### config.mk
export PLATFORM = sky130hd
export DESIGN_NAME = wb_cmd_master
export DESIGN_NICKNAME = d
export VERILOG_FILES = /design/src/rtl/wb_cmd_pkg.sv /design/src/rtl/wb_timeout_ctr.sv /design/src/rtl/wb_cmd_master.sv
export SDC_FILE = /design/constraint.sdc
export NUM_CORES = 1
export LEC_CHECK = 0
export CAP_MARGIN = 10
export CORE_MARGIN = 2
export CORE_UTILIZATION = 41
export CTS_CLUSTER_DIAMETER = 150
export DETAILED_ROUTE_END_ITERATION = 10
export PLACE_DENSITY = 0.81
export SLEW_MARGIN = 30
export SYNTH_ARGS = -nofsm -noshare
export SYNTH_HDL_FRONTEND = slang
export SYNTH_SLANG_ARGS = --single-unit
### constraint.sdc
create_clock -name clk48 -period 1.8 [get_ports clk48]
set_input_delay 0.27 -clock clk48 [delete_from_list [all_inputs] [get_ports clk48]]
set_output_delay 0.27 -clock clk48 [all_outputs]
set_load 0.02 [all_outputs]
### src/rtl/wb_cmd_pkg.sv
// Shared types for the Wishbone command master: FSM states and response status codes.
package wb_cmd_pkg;

    typedef enum logic [1:0] {
        ST_IDLE = 2'b00,
        ST_BUS  = 2'b01,
        ST_RESP = 2'b10
    } state_e;

    typedef enum logic [1:0] {
        RSP_OK      = 2'b00,
        RSP_ERR     = 2'b01,
        RSP_TIMEOUT = 2'b10
    } rsp_status_e;

    localparam int CTR_W = 16;

endpackage

### src/rtl/wb_timeout_ctr.sv
// Bus-cycle watchdog: counts enabled cycles and flags the LIMIT-th one.
module wb_timeout_ctr
    import wb_cmd_pkg::*;
#(
    parameter int LIMIT = 1024
) (
    input  logic clk_i,
    input  logic rst_ni,
    input  logic clear_i,
    input  logic enable_i,
    output logic expired_o
);

    localparam logic [CTR_W-1:0] LAST_COUNT = CTR_W'(LIMIT - 1);

    logic [CTR_W-1:0] count_q;
    logic [CTR_W-1:0] count_d;

    always_comb begin
        count_d = count_q;
        if (clear_i) begin
            count_d = '0;
        end else if (enable_i) begin
            count_d = count_q + CTR_W'(1);
        end
    end

    always_ff @(posedge clk_i) begin
        if (!rst_ni) begin
            count_q <= '0;
        end else begin
            count_q <= count_d;
        end
    end

    // Expiry is flagged during the enabled cycle that would complete LIMIT counts.
    assign expired_o = enable_i && (count_q == LAST_COUNT);

endmodule

### src/rtl/wb_cmd_master.sv
// Single-outstanding Wishbone classic initiator driven by a valid/ready command
// channel, returning one response (data + status) per command.
module wb_cmd_master
    import wb_cmd_pkg::*;
#(
    parameter int ADR_W   = 30,
    parameter int DAT_W   = 32,
    parameter int TIMEOUT = 1024
) (
    input  logic                 clk48,
    input  logic                 rst_n,
    input  logic                 cmd_valid,
    output logic                 cmd_ready,
    input  logic                 cmd_we,
    input  logic [ADR_W-1:0]     cmd_adr,
    input  logic [DAT_W-1:0]     cmd_dat,
    input  logic [DAT_W/8-1:0]   cmd_sel,
    output logic                 rsp_valid,
    input  logic                 rsp_ready,
    output logic [DAT_W-1:0]     rsp_dat,
    output logic [1:0]           rsp_status,
    output logic [ADR_W-1:0]     wishbone_adr,
    output logic [DAT_W-1:0]     wishbone_dat_w,
    input  logic [DAT_W-1:0]     wishbone_dat_r,
    output logic [DAT_W/8-1:0]   wishbone_sel,
    output logic                 wishbone_cyc,
    output logic                 wishbone_stb,
    output logic                 wishbone_we,
    output logic [2:0]           wishbone_cti,
    output logic [1:0]           wishbone_bte,
    input  logic                 wishbone_ack,
    input  logic                 wishbone_err,
    output logic                 busy
);

    state_e               state_q, state_d;
    logic                 cyc_q, cyc_d;
    logic                 we_q, we_d;
    logic [ADR_W-1:0]     adr_q, adr_d;
    logic [DAT_W-1:0]     datW_q, datW_d;
    logic [DAT_W/8-1:0]   sel_q, sel_d;
    logic [DAT_W-1:0]     rspDat_q, rspDat_d;
    rsp_status_e          rspStatus_q, rspStatus_d;

    logic accept;
    logic ctrEnable;
    logic timeoutExpired;

    assign accept    = (state_q == ST_IDLE) && cmd_valid;
    assign ctrEnable = (state_q == ST_BUS) && !wishbone_ack && !wishbone_err;

    wb_timeout_ctr #(
        .LIMIT(TIMEOUT)
    ) u_timeout (
        .clk_i    (clk48),
        .rst_ni   (rst_n),
        .clear_i  (accept),
        .enable_i (ctrEnable),
        .expired_o(timeoutExpired)
    );

    always_comb begin
        state_d     = state_q;
        cyc_d       = cyc_q;
        we_d        = we_q;
        adr_d       = adr_q;
        datW_d      = datW_q;
        sel_d       = sel_q;
        rspDat_d    = rspDat_q;
        rspStatus_d = rspStatus_q;
        unique case (state_q)
            ST_IDLE: begin
                if (accept) begin
                    adr_d   = cmd_adr;
                    datW_d  = cmd_dat;
                    sel_d   = cmd_sel;
                    we_d    = cmd_we;
                    cyc_d   = 1'b1;
                    state_d = ST_BUS;
                end
            end
            ST_BUS: begin
                // A terminating ack/err always beats a watchdog expiry in the same cycle.
                if (wishbone_ack || wishbone_err) begin
                    cyc_d   = 1'b0;
                    state_d = ST_RESP;
                    if (wishbone_err) begin
                        rspStatus_d = RSP_ERR;
                        rspDat_d    = '0;
                    end else begin
                        rspStatus_d = RSP_OK;
                        rspDat_d    = we_q ? '0 : wishbone_dat_r;
                    end
                end else if (timeoutExpired) begin
                    cyc_d       = 1'b0;
                    state_d     = ST_RESP;
                    rspStatus_d = RSP_TIMEOUT;
                    rspDat_d    = '0;
                end
            end
            ST_RESP: begin
                if (rsp_ready) begin
                    state_d = ST_IDLE;
                end
            end
            default: begin
                state_d = ST_IDLE;
                cyc_d   = 1'b0;
            end
        endcase
    end

    always_ff @(posedge clk48) begin
        if (!rst_n) begin
            state_q     <= ST_IDLE;
            cyc_q       <= 1'b0;
            we_q        <= 1'b0;
            adr_q       <= '0;
            datW_q      <= '0;
            sel_q       <= '0;
            rspDat_q    <= '0;
            rspStatus_q <= RSP_OK;
        end else begin
            state_q     <= state_d;
            cyc_q       <= cyc_d;
            we_q        <= we_d;
            adr_q       <= adr_d;
            datW_q      <= datW_d;
            sel_q       <= sel_d;
            rspDat_q    <= rspDat_d;
            rspStatus_q <= rspStatus_d;
        end
    end

    // Ready is masked while reset is asserted so no command is taken during reset.
    assign cmd_ready      = (state_q == ST_IDLE) && rst_n;
    assign rsp_valid      = (state_q == ST_RESP);
    assign rsp_dat        = rspDat_q;
    assign rsp_status     = rspStatus_q;
    assign busy           = (state_q != ST_IDLE);
    assign wishbone_cyc   = cyc_q;
    assign wishbone_stb   = cyc_q;
    assign wishbone_we    = we_q;
    assign wishbone_adr   = adr_q;
    assign wishbone_dat_w = datW_q;
    assign wishbone_sel   = sel_q;
    assign wishbone_cti   = 3'b000;
    assign wishbone_bte   = 2'b00;

endmodule

==> results of run 1 <==
==> cells in the mapped netlist, drive strengths merged <==
cell | count | area (um2)
and2 | 3 | 18.8
buf | 19 | 104
ha | 1 | 12.5
nor2 | 14 | 52.6
nand2b | 1 | 6.26
nand4 | 9 | 62.6
nand2 | 205 | 769
inv | 3 | 11.3
nor2b | 2 | 12.5
or4 | 4 | 30.0
clkbuf | 22 | 86.3
nor4 | 2 | 12.5
nor3b | 1 | 7.51
mux2i | 1 | 10.0
a21oi | 7 | 38.8
conb | 1 | 3.75
dfxtp | 120 | 2400
and4 | 3 | 26.3
o31ai | 4 | 30.0
a21boi | 69 | 518
o21ai | 36 | 180
a41oi | 1 | 8.76
o21a | 1 | 7.51
xor2 | 8 | 70.1
xnor2 | 2 | 17.5
nor4b | 1 | 23.8
o21ba | 1 | 10.0
nand3 | 3 | 15.0
nand3b | 1 | 7.51
or3 | 1 | 6.26
==> state kept, by name, summed over array words and instances (netlist names) <==
signal             cells
rsp_dat               32
rsp_status             2
state_q                2
u_timeout.count_q     16
wishbone_adr          30
wishbone_cyc           1
wishbone_dat_w        32
wishbone_sel           4
wishbone_we            1
==> metal layers <==
| layer | wire, um | GRT usage [%] | vias to the layer above |
|---|---|---|---|
| met5 | 0 | 0 | - |
| met3 | 919 | 6.94 | 27 |
| met1 | 5150 | 23.3 | 2060 |
| li1 | - | - | 2201 |
| met2 | 6660 | 38.5 | 165 |
| met4 | 351 | 9.49 | 0 |
==> report_power, final <==
part	leakage, nW	switching (mW)	internal (mW)
combinational	1.56	0.479	0.519
sequential	0.979	0.0649	2.78
clock	0.250	1.10	1.84
==> final timing paths <==
| path | slack (ps) | start | end |
|---|---|---|---|
| max | 70 | wishbone_adr[2]$_SDFFE_PN0P_ | wishbone_adr[2] |
| min | 310 | rst_n | wishbone_adr[24]$_SDFFE_PN0P_ |
| max reg2reg | 90 | u_timeout.count_q[1]$_SDFFE_PP0P_ | rsp_dat[20]$_SDFFE_PN0P_ |
| min reg2reg | 450 | rsp_dat[9]$_SDFFE_PN0P_ | rsp_dat[9]$_SDFFE_PN0P_ |
==> cells in the final DEF (no fill, tap or decap), types with 6 or more instances in the layout <==
| cell | instances |
|---|---|
| dfxtp_1 | 118 |
| nor2_1 | 13 |
| nand2_1 | 204 |
| buf_4 | 14 |
| nand4_1 | 8 |
| clkdlybuf4s50_1 | 200 |
| a21oi_1 | 6 |
| a21boi_0 | 69 |
| o21ai_0 | 31 |
| xor2_1 | 8 |
| clkbuf_16 | 16 |
==> area by class of cell <==
| class | count | share of cell area, % |
|---|---|---|
| clock buffers | 22 | 5.97 |
| clock inverters | 9 | 1.05 |
| inverters | 3 | 0.152 |
| multi-input cells | 386 | 27.0 |
| flip-flops and latches | 120 | 32.4 |
| well taps | 140 | 2.36 |
| repair buffers | 229 | 31.0 |
==> cells by family (layout without fill, tap and decap cells) <==
logic type	Yosys count	after routing
AOI/OAI and AO/OA	119	119
xor gates and xnor gates	10	10
adders and majority gates	1	1
buffers and inverters	44	263
DFF	120	120
muxes	1	1
other	1	5
and+or+nand+nor	250	250
==> metrics by stage <==
stage	setup TNS [ps]	power (mW)	hold WS, ps	setup WS [ps]	std cells
6_report	0	6.78	309	72.0	909
5_1_grt	-22.0	7.07	304	-10.4	909
4_1_cts	0	6.85	292	5.80	908
3_5_place_dp	-1390	3.91	444	-144	877
3_3_place_gp	-478	3.88	436	-146	877
2_1_floorplan	0	3.33	379	191	550
==> what timing repair did <==
action / 4_1_cts / 5_1_grt
resized for setup: 10 / 11
pin swaps: 0 / 1
endpoints found under the hold margin: 0 / 0
endpoints found under the setup margin: 6 / 40
buffers inserted: 0 / 1
==> flow_summary.json, run 1 <==
{
  "start_util_pct": 42.1,
  "critical_path_arrival_ps": 1460,
  "cp-end-kind": "output port",
  "synth_compound_area_share_pct": 17.4,
  "yosys.area_share.xor_xnor_pct": 1.92,
  "syn_to_final_growth_pct": 62.6,
  "cp_top_family": "buffers and inverters",
  "grt.overflow.total": 0,
  "path_max_fanout": 2,
  "path_cells": "clkdlybuf4s50_1",
  "cts_max_level": 4,
  "antenna_found_initial": 0,
  "clk-insertion-delay-late_ps": 500,
  "path_buf_inv": 1,
  "die_w_um": 109,
  "core_um2": 10800,
  "rows": 38,
  "drtIter0Drc": 248,
  "post_route_cells_drive_above_1_share_pct": 8.06,
  "worstSetupPathType": "flip-flop to output port",
  "port_buffers": 210,
  "vias": 4453,
  "finalWeightedCongestion": 0.808,
  "design_area_um2": 7420,
  "slowest_delay_ps": 640,
  "run_status": "finished, final reports clean",
  "skew_ps": 11.5,
  "powerDensity_nw_per_um2": 914,
  "final_hold_viol_count": 0,
  "syn_avg_cell_area_um2": 8.36,
  "grt_max_degree": 84,
  "synthSimpleGateAreaFrac_pct": 23.0,
  "dp_hpwl_um": 9310,
  "grt_pass1_wl_um": 20200,
  "cts_buffer_depth": 2,
  "worst-r2r-cell-count": 6,
  "drt-total-wl_um": 13100,
  "ant_nets": 0,
  "startpoint_type": "flip-flop",
  "track_usage_pct": 21.6,
  "placed_cell_area_um2": 6870,
  "ys_ff_latch": 120,
  "seq_area_um2": 2400,
  "min_period_over_period_pct": 96.0,
  "synthAdderAreaFrac_pct": 0.274,
  "cts_sinks": 120,
  "drv_cap": 0,
  "required_ps": 1530,
  "multiInputGateArea_um2": 2010,
  "ctsHoldBuffers": 0,
  "cts_made_buffers": 17,
  "die-area_um2": 12000,
  "max_freq_ghz": 0.579,
  "clkTransAtPathRegs_ps": 50,
  "nNetsFinal": 863,
  "irDropWorstVdd_v": 0.000523,
  "wl_per_cell_um": 14.4,
  "cts.root.buffer_cell": "clkbuf_8",
  "cts_tree": "done",
  "setup_violations": 0,
  "power_leakage_nw": 2.79,
  "cp_slowest_cell": "clkdlybuf4s50_1",
  "worst-path-stages": 1,
  "synth_mux_area_share_pct": 0.219,
  "post-route-util_pct": 68.4,
  "diodes": 0,
  "synthesis.instances": 546,
  "drc": 0,
  "synthesis.area_um2": 4560,
  "via_per_inst": 4.90,
  "min_path_cells": 3,
  "synth_top_family_by_area": "simple AND/OR/NAND/NOR gates",
  "ys_types": 36,
  "nFillCells": 855,
  "hp-class": "input port to flip-flop",
  "die_h_um": 109,
  "grt_pass1_vias": 4315,
  "yosys_warnings": 0,
  "boundaryPins": 216,
  "period_needed_ps": 1730,
  "firstDrtPassIters": 4,
  "maxSlewViolCount": 0,
  "yosysSeqAreaShare_pct": 52.7
}
Note: power is estimated with default switching activity, not from simulation.
==> inputs of run 2 (changes only) <==
Settings changed: ABC_AREA set to 0.
==> results of run 2 <==
No change in the layout: final DEF, timing and power equal those of run 1.
